<file path="config.mk">
export PLATFORM = sky130hd
export DESIGN_NAME = line_fetch_arbiter_flat
export DESIGN_NICKNAME = d
export VERILOG_FILES = /design/src/rtl/line_fetch_arbiter_if.sv /design/src/rtl/line_fetch_arbiter.sv /design/src/flat_wrapper.sv
export SDC_FILE = /design/constraint.sdc
export NUM_CORES = 1
export LEC_CHECK = 0
export BUFFER_PORTS_ARGS = -buffer_cell sky130_fd_sc_hd__buf_2
export CAP_MARGIN = 20
export CORE_ASPECT_RATIO = 1.5
export CORE_MARGIN = 2
export CORE_UTILIZATION = 43
export DETAILED_ROUTE_END_ITERATION = 6
export GPL_ROUTABILITY_DRIVEN = 0
export HOLD_SLACK_MARGIN = 0.02
export PLACE_DENSITY = 0.74
export SYNTH_ARGS = -nofsm -noshare
export SYNTH_HDL_FRONTEND = slang
export SYNTH_SLANG_ARGS = --single-unit
</file>
<file path="constraint.sdc">
create_clock -name i_clk -period 2.1 [get_ports i_clk]
set_input_delay 0.105 -clock i_clk [delete_from_list [all_inputs] [get_ports i_clk]]
set_output_delay 0.105 -clock i_clk [all_outputs]
set_load 0.01 [all_outputs]
</file>
<file path="src/rtl/line_fetch_arbiter_if.sv">
// Shared-port bus: writer request/grant, frame-memory port and line-buffer write port.
// slave is the arbiter's view; master is the surrounding system's view.
interface line_fetch_arbiter_if #(
    parameter int ADDR_W = 18,
    parameter int DATA_W = 32
);
    logic              wr_req;
    logic [ADDR_W-1:0] wr_addr;
    logic [DATA_W-1:0] wr_data;
    logic              wr_gnt;

    logic              mem_en;
    logic              mem_we;
    logic [ADDR_W-1:0] mem_addr;
    logic [DATA_W-1:0] mem_wdata;
    logic [DATA_W-1:0] mem_rdata;

    logic              lb_we;
    logic [8:0]        lb_addr;
    logic [DATA_W-1:0] lb_wdata;

    modport slave (
        input  wr_req, wr_addr, wr_data, mem_rdata,
        output wr_gnt, mem_en, mem_we, mem_addr, mem_wdata, lb_we, lb_addr, lb_wdata
    );

    modport master (
        output wr_req, wr_addr, wr_data, mem_rdata,
        input  wr_gnt, mem_en, mem_we, mem_addr, mem_wdata, lb_we, lb_addr, lb_wdata
    );
endinterface

</file>
<file path="src/rtl/line_fetch_arbiter.sv">
// Prefetches the next display line from frame memory into a ping-pong line buffer
// during horizontal blanking; a writer gets every memory cycle the fetch leaves free.
module line_fetch_arbiter #(
    parameter int FRAME_WIDTH    = 1280,
    parameter int FRAME_HEIGHT   = 1024,
    parameter int H_MAX          = 1688,
    parameter int V_MAX          = 1066,
    parameter int FETCH_START    = 1280,
    parameter int WORDS_PER_LINE = 160,
    parameter int ADDR_W         = 18,
    parameter int DATA_W         = 32
) (
    input  logic        i_clk,
    input  logic        i_rst,
    input  logic [11:0] i_h_count,
    input  logic [11:0] i_v_count,
    line_fetch_arbiter_if.slave bus,
    output logic        o_rd_bank,
    output logic        o_busy,
    output logic        o_underrun
);
    localparam int IDX_W = $clog2(FRAME_WIDTH / 8);

    localparam logic [11:0]       L_VLAST    = 12'(V_MAX - 1);
    localparam logic [11:0]       L_HLAST    = 12'(H_MAX - 1);
    localparam logic [11:0]       L_FSTART   = 12'(FETCH_START);
    localparam logic [11:0]       L_FH       = 12'(FRAME_HEIGHT);
    localparam logic [IDX_W-1:0]  L_IDX_LAST = IDX_W'(WORDS_PER_LINE - 1);
    localparam logic [ADDR_W-1:0] L_WPL      = ADDR_W'(WORDS_PER_LINE);

    typedef enum logic [1:0] {IDLE, FETCH, DRAIN} state_t;

    state_t            r_state;
    logic [ADDR_W-1:0] r_line_base;
    logic [IDX_W-1:0]  r_idx;
    logic              r_bank;
    logic              r_underrun;

    logic              r_mem_en;
    logic              r_mem_we;
    logic [ADDR_W-1:0] r_mem_addr;
    logic [DATA_W-1:0] r_mem_wdata;

    // [0]: read on the memory port this cycle, [1]: its data is on mem_rdata now
    logic [1:0]        r_vld_pipe;
    logic [IDX_W:0]    r_p1_tag;
    logic [IDX_W:0]    r_lb_addr;

    logic [11:0]       w_next_line;
    logic              w_trig;
    logic              w_abort;
    logic              w_wr_gnt;

    assign w_next_line = (i_v_count == L_VLAST) ? 12'd0 : i_v_count + 12'd1;
    assign w_trig      = (i_h_count == L_FSTART);
    assign w_abort     = (r_state != IDLE) && (i_h_count == L_HLAST);
    assign w_wr_gnt    = !i_rst && bus.wr_req && (r_state != FETCH);

    always_ff @(posedge i_clk) begin
        if (i_rst) begin
            r_state     <= IDLE;
            r_line_base <= '0;
            r_idx       <= '0;
            r_bank      <= 1'b0;
            r_underrun  <= 1'b0;
            r_mem_en    <= 1'b0;
            r_mem_we    <= 1'b0;
            r_mem_addr  <= '0;
            r_mem_wdata <= '0;
            r_vld_pipe  <= '0;
            r_p1_tag    <= '0;
            r_lb_addr   <= '0;
        end else begin
            r_mem_en   <= 1'b0;
            r_mem_we   <= 1'b0;
            r_vld_pipe <= {r_vld_pipe[0], 1'b0};
            r_lb_addr  <= r_p1_tag;

            if (w_wr_gnt) begin
                r_mem_en    <= 1'b1;
                r_mem_we    <= 1'b1;
                r_mem_addr  <= bus.wr_addr;
                r_mem_wdata <= bus.wr_data;
            end

            case (r_state)
                IDLE: begin
                    if (w_trig) begin
                        r_line_base <= (w_next_line == 12'd0) ? '0 : r_line_base + L_WPL;
                        if (w_next_line < L_FH) begin
                            r_state <= FETCH;
                            r_idx   <= '0;
                            r_bank  <= w_next_line[0];
                        end
                    end
                end
                FETCH: begin
                    if (w_abort) begin
                        r_state    <= IDLE;
                        r_underrun <= 1'b1;
                    end else begin
                        r_mem_en      <= 1'b1;
                        r_mem_we      <= 1'b0;
                        r_mem_addr    <= r_line_base + {{(ADDR_W-IDX_W){1'b0}}, r_idx};
                        r_mem_wdata   <= '0;
                        r_vld_pipe[0] <= 1'b1;
                        r_p1_tag      <= {r_bank, r_idx};
                        r_idx         <= r_idx + 1'b1;
                        if (r_idx == L_IDX_LAST)
                            r_state <= DRAIN;
                    end
                end
                DRAIN: begin
                    if (w_abort)
                        r_underrun <= 1'b1;
                    r_state <= IDLE;
                end
                default: r_state <= IDLE;
            endcase
        end
    end

    assign bus.wr_gnt    = w_wr_gnt;
    assign bus.mem_en    = r_mem_en;
    assign bus.mem_we    = r_mem_we;
    assign bus.mem_addr  = r_mem_addr;
    assign bus.mem_wdata = r_mem_wdata;
    assign bus.lb_we     = r_vld_pipe[1];
    assign bus.lb_addr   = r_lb_addr;
    // Memory data is only valid in the strobe cycle; hold the bus at zero otherwise.
    assign bus.lb_wdata  = r_vld_pipe[1] ? bus.mem_rdata : '0;

    assign o_rd_bank  = !i_rst && i_v_count[0];
    assign o_busy     = (r_state != IDLE);
    assign o_underrun = r_underrun;
endmodule
</file>
<file path="src/flat_wrapper.sv">
// flat-port wrapper written by rule: the top's interface ports become plain ports
module line_fetch_arbiter_flat 
#(
    parameter int FRAME_WIDTH    = 1280,
    parameter int FRAME_HEIGHT   = 1024,
    parameter int H_MAX          = 1688,
    parameter int V_MAX          = 1066,
    parameter int FETCH_START    = 1280,
    parameter int WORDS_PER_LINE = 160,
    parameter int ADDR_W         = 18,
    parameter int DATA_W         = 32
)
  (i_clk, i_rst, i_h_count, i_v_count, o_rd_bank, o_busy, o_underrun, bus_wr_req, bus_wr_addr, bus_wr_data, bus_mem_rdata, bus_wr_gnt, bus_mem_en, bus_mem_we, bus_mem_addr, bus_mem_wdata, bus_lb_we, bus_lb_addr, bus_lb_wdata);
  line_fetch_arbiter_if #(.ADDR_W(ADDR_W), .DATA_W(DATA_W)) bus_i ();
  input  logic i_clk;
  input  logic i_rst;
  input  logic [11:0] i_h_count;
  input  logic [11:0] i_v_count;
  output logic o_rd_bank;
  output logic o_busy;
  output logic o_underrun;
  input wire logic [$bits(bus_i.wr_req)-1:0] bus_wr_req;
  input wire logic [$bits(bus_i.wr_addr)-1:0] bus_wr_addr;
  input wire logic [$bits(bus_i.wr_data)-1:0] bus_wr_data;
  input wire logic [$bits(bus_i.mem_rdata)-1:0] bus_mem_rdata;
  output wire logic [$bits(bus_i.wr_gnt)-1:0] bus_wr_gnt;
  output wire logic [$bits(bus_i.mem_en)-1:0] bus_mem_en;
  output wire logic [$bits(bus_i.mem_we)-1:0] bus_mem_we;
  output wire logic [$bits(bus_i.mem_addr)-1:0] bus_mem_addr;
  output wire logic [$bits(bus_i.mem_wdata)-1:0] bus_mem_wdata;
  output wire logic [$bits(bus_i.lb_we)-1:0] bus_lb_we;
  output wire logic [$bits(bus_i.lb_addr)-1:0] bus_lb_addr;
  output wire logic [$bits(bus_i.lb_wdata)-1:0] bus_lb_wdata;
  assign bus_i.wr_req = bus_wr_req;
  assign bus_i.wr_addr = bus_wr_addr;
  assign bus_i.wr_data = bus_wr_data;
  assign bus_i.mem_rdata = bus_mem_rdata;
  assign bus_wr_gnt = bus_i.wr_gnt;
  assign bus_mem_en = bus_i.mem_en;
  assign bus_mem_we = bus_i.mem_we;
  assign bus_mem_addr = bus_i.mem_addr;
  assign bus_mem_wdata = bus_i.mem_wdata;
  assign bus_lb_we = bus_i.lb_we;
  assign bus_lb_addr = bus_i.lb_addr;
  assign bus_lb_wdata = bus_i.lb_wdata;
  line_fetch_arbiter #(.FRAME_WIDTH(FRAME_WIDTH), .FRAME_HEIGHT(FRAME_HEIGHT), .H_MAX(H_MAX), .V_MAX(V_MAX), .FETCH_START(FETCH_START), .WORDS_PER_LINE(WORDS_PER_LINE), .ADDR_W(ADDR_W), .DATA_W(DATA_W)) u_core (.i_clk(i_clk), .i_rst(i_rst), .i_h_count(i_h_count), .i_v_count(i_v_count), .bus(bus_i), .o_rd_bank(o_rd_bank), .o_busy(o_busy), .o_underrun(o_underrun));
endmodule
</file>
==> results.md <==
* CTS Buf Count at 9
* Fill cell count at 921
* Post-Synthesis Cells at 574
* H-tree depth at 3
* Height of the die at 134 µm
* Ys Warns at 0
* I/O Buffers at 206
* Post-layout min period at 2030 ps
* Register area share after synthesis at 40.0%
* Post-Syn Nets at 692
* Initial antenna violation count at 0
* Layout area overhead at 40.4%
* Flop pwr share at 45.8%
* Via count at 4961
* Rel. slew slack at 51.8%
* First-pass GRT wire length at 22.2 mm
* Peak supply drop at 0.000348 V
* CP Data Arrival Time at 2250 ps
* GR Util All Layers at 22.0%
* Root buf cell: clkbuf_16
* Async set-reset flop share out of synthesis at 0%
* Fin Clk Skew at 8.50 ps
* Clock buffer depth at 2
* Mux contribution to synthesized area at 2.22%
* Critical Path RT at 2320 ps
* Worst setup path category: flip-flop to flip-flop
* Endpoint class of the critical path: flip-flop
* Routed len/inst at 14.7 µm
* Row Count at 47
* Final wirelength at 14.0 mm
* Main combinational cell family by area after synthesis: simple AND/OR/NAND/NOR gates
* CTS tree: yes
* Post-Synth XOR/XNOR Area at 4.33%
* Slew Viols, Final at 0
* Tot Pwr at 4.24 mW
* Logic pwr share at 12.3%
* Core Area at 11000 µm²
* Clk pin slew, worst setup/hold paths at 70 ps
* Leakage at 3.11 nW
* Largest net degree at the start of global routing at 93
* Number of diodes at 0
* Drt via density at 5.20
* Hold crit path type: input port to flip-flop
* Commonest non-fill, non-tap cell in the layout: buf_2
* Starting Density at 44.1%
* Final Cell Area at 6810 µm²
* Ports at 207
* Hold Fails Final Rpt at 0
* Die Wd at 90.7 µm
* DR pass1 iterations at 4
* Clk sinks at 97
* CP startpoint kind: flip-flop
* Vias in the first global route at 4729
* Net switching power of the design at 0.967 mW
* Worst slew pin tran at 722 ps
* Post-route DRC at 0
* Crit path max fanout at 4
* Cell Area, Synth at 4850 µm²
* Post-synth EDFFs at 0
* Synth Area in Compound Gates at 14.8%
* Worst-skew pair later-pin latency at 340 ps
* Dpl hpwl at 10.0 mm
* Internal power at 3.27 mW
* Synth Area in Simple Gates at 32.3%
* Die area at 12200 µm²
* Commonest cells after routing, fill and taps aside: 206 x buf_2, 95 x dfxtp_1, 56 x a21oi_1
* Share of cells above drive strength 1 at 33.8%
* Largest cells by area after synthesis: dfxtp_1 40%, a21oi_1 5.8%, nor3b_1 5.3%
* Yosys cell types at 56
* GR Overflow Total at 0
* RSZ-0062 raised after global routing: false
* Share of Yosys cell area claimed by the top area cell type at 40.0%
* Status: finished clean
* Top FF cell, synth: dfxtp_1
* Synthesized area per cell at 8.45 µm²
* Period Utilization, post-route at 96.7%
* Post-DRT Antenna Nets at 0
* Max-cap violations at 0
* #FFs+latches synth at 97
* DRT iter0 DRCs at 248
* Clock power share at 41.9%
* Peak Freq at 0.492 GHz
* PwrDens at 623 nW/µm²
* Switching Fraction at 22.8%
* Placed instance area at 6100 µm²
* Area leader, netlist: dfxtp_1
* Area share of fa/ha/maj cells after synthesis at 2.32%
* NumNets Final at 921
* Finish-stage setup viols at 0
==> layer usage <==
metal	vias up	track usage (%)	share of wire, %
li1	2459	-	-
met1	2280	25.3	41
met2	205	40.2	51
met3	17	4.49	6.9
met4	0	7.52	1.6
met5	-	0	0
==> final cells by class <==
class	instances	area [µm²]	area share, %
multi-input cells	428	2770	40.7
flip-flops and latches	97	1940	28.6
well taps	147	184	2.70
inverters	10	37.5	0.551
clock inverters	4	76.3	1.12
clock buffers	11	253	3.71
repair buffers	257	1540	22.6
==> power by group through the flow <==
stage / Clock, mW / Sequential [mW] / Combinational [mW]
6_report: 1.78 / 1.94 / 0.520
5_1_grt: 1.88 / 1.95 / 0.565
4_1_cts: 1.81 / 1.94 / 0.511
3_5_place_dp: 0 / 1.98 / 0.464
3_3_place_gp: 0 / 1.98 / 0.452
2_1_floorplan: 0 / 2.01 / 0.202
==> cells in the mapped netlist (2+ instances only) <==
| cell type | number |
|---|---|
| mux2i_1 | 4 |
| nand3_1 | 12 |
| ha_1 | 9 |
| o21a_1 | 3 |
| or4_1 | 3 |
| or2_2 | 3 |
| nand2_1 | 53 |
| nor2b_1 | 22 |
| nor3_1 | 17 |
| buf_1 | 8 |
| o21ai_1 | 2 |
| a31oi_1 | 2 |
| xnor2_1 | 6 |
| o21ai_0 | 6 |
| nor4_1 | 7 |
| a21o_1 | 5 |
| o31ai_1 | 3 |
| or3_1 | 4 |
| buf_2 | 8 |
| nor4b_1 | 2 |
| and3_1 | 5 |
| a21oi_1 | 56 |
| inv_1 | 10 |
| a211oi_1 | 19 |
| nand2b_1 | 5 |
| and2_1 | 33 |
| xor2_1 | 18 |
| nor2_1 | 52 |
| mux2_2 | 6 |
| nor4_4 | 2 |
| nor3b_1 | 34 |
| nand3b_1 | 2 |
| and4_1 | 3 |
| o32ai_1 | 4 |
| clkbuf_1 | 23 |
| nand4_1 | 7 |
| dfxtp_1 | 97 |
==> critical path, stage by stage (launching register included) <==
cell	delay (ps)
dfxtp_2	350
inv_2	60
ha_4	160
nand4bb_2	280
nor4_4	320
nor2b_4	90
o31ai_1	130
nand4_1	170
a221oi_1	340
==> cell families after synthesis <==
kind of cell / Yosys count
simple gates: 275
flops: 97
compound gates: 110
fa+ha+maj: 9
buf+inv: 49
xor+xnor: 24
mux: 10
==> registers in the layout (all words and copies together), names as in the netlist <==
name	cells
u_core.r_vld_pipe	2
u_core.r_line_base	13
u_core.r_bank	1
u_core.bus.mem_en	1
u_core.bus.mem_wdata	32
u_core.r_idx	8
u_core.bus.mem_addr	18
u_core.bus.lb_addr	9
u_core.r_state	2
u_core.bus.mem_we	1
u_core.r_p1_tag	9
u_core.o_underrun	1
==> final timing paths <==
path                                        start                            endpoint  slack [ps]  depth (start not counted)
setup reg to reg   u_core.r_state[0]$_SDFFE_PP0P_      u_core.r_state[0]$_SDFFE_PP0P_          70                          8
hold reg to reg   u_core.r_p1_tag[3]$_SDFFE_PP0P_     u_core.r_p1_tag[3]$_SDFFE_PP0P_         450                          2
setup / recovery   u_core.r_state[0]$_SDFFE_PP0P_      u_core.r_state[0]$_SDFFE_PP0P_          70                          8
hold / removal                     bus_wr_data[1]  u_core.bus.mem_wdata[1]$_SDFF_PP0_          30                          3
==> per-stage QoR <==
step	hold slack (ps)	cells	setup TNS (ps)	utilization, %	worst slack [ps]
after floorplan	196	574	0	-	40.5
after global placement	330	905	0	55.5	92.3
after detailed placement	341	905	-36.2	55.5	-28.0
after CTS	22.4	950	0	61.4	30.5
after global routing	36.5	954	0	61.9	3.27
final	34.5	954	0	61.9	69.5
==> timing repair <==
action,CTS,global route
pin swaps,0,4
gates resized for setup,3,9
hold buffers,30,0
endpoints found under the setup margin,8,26
endpoints found under the hold margin,30,0
buffers inserted,0,4
No activity file was read; power rests on OpenSTA's default activity.
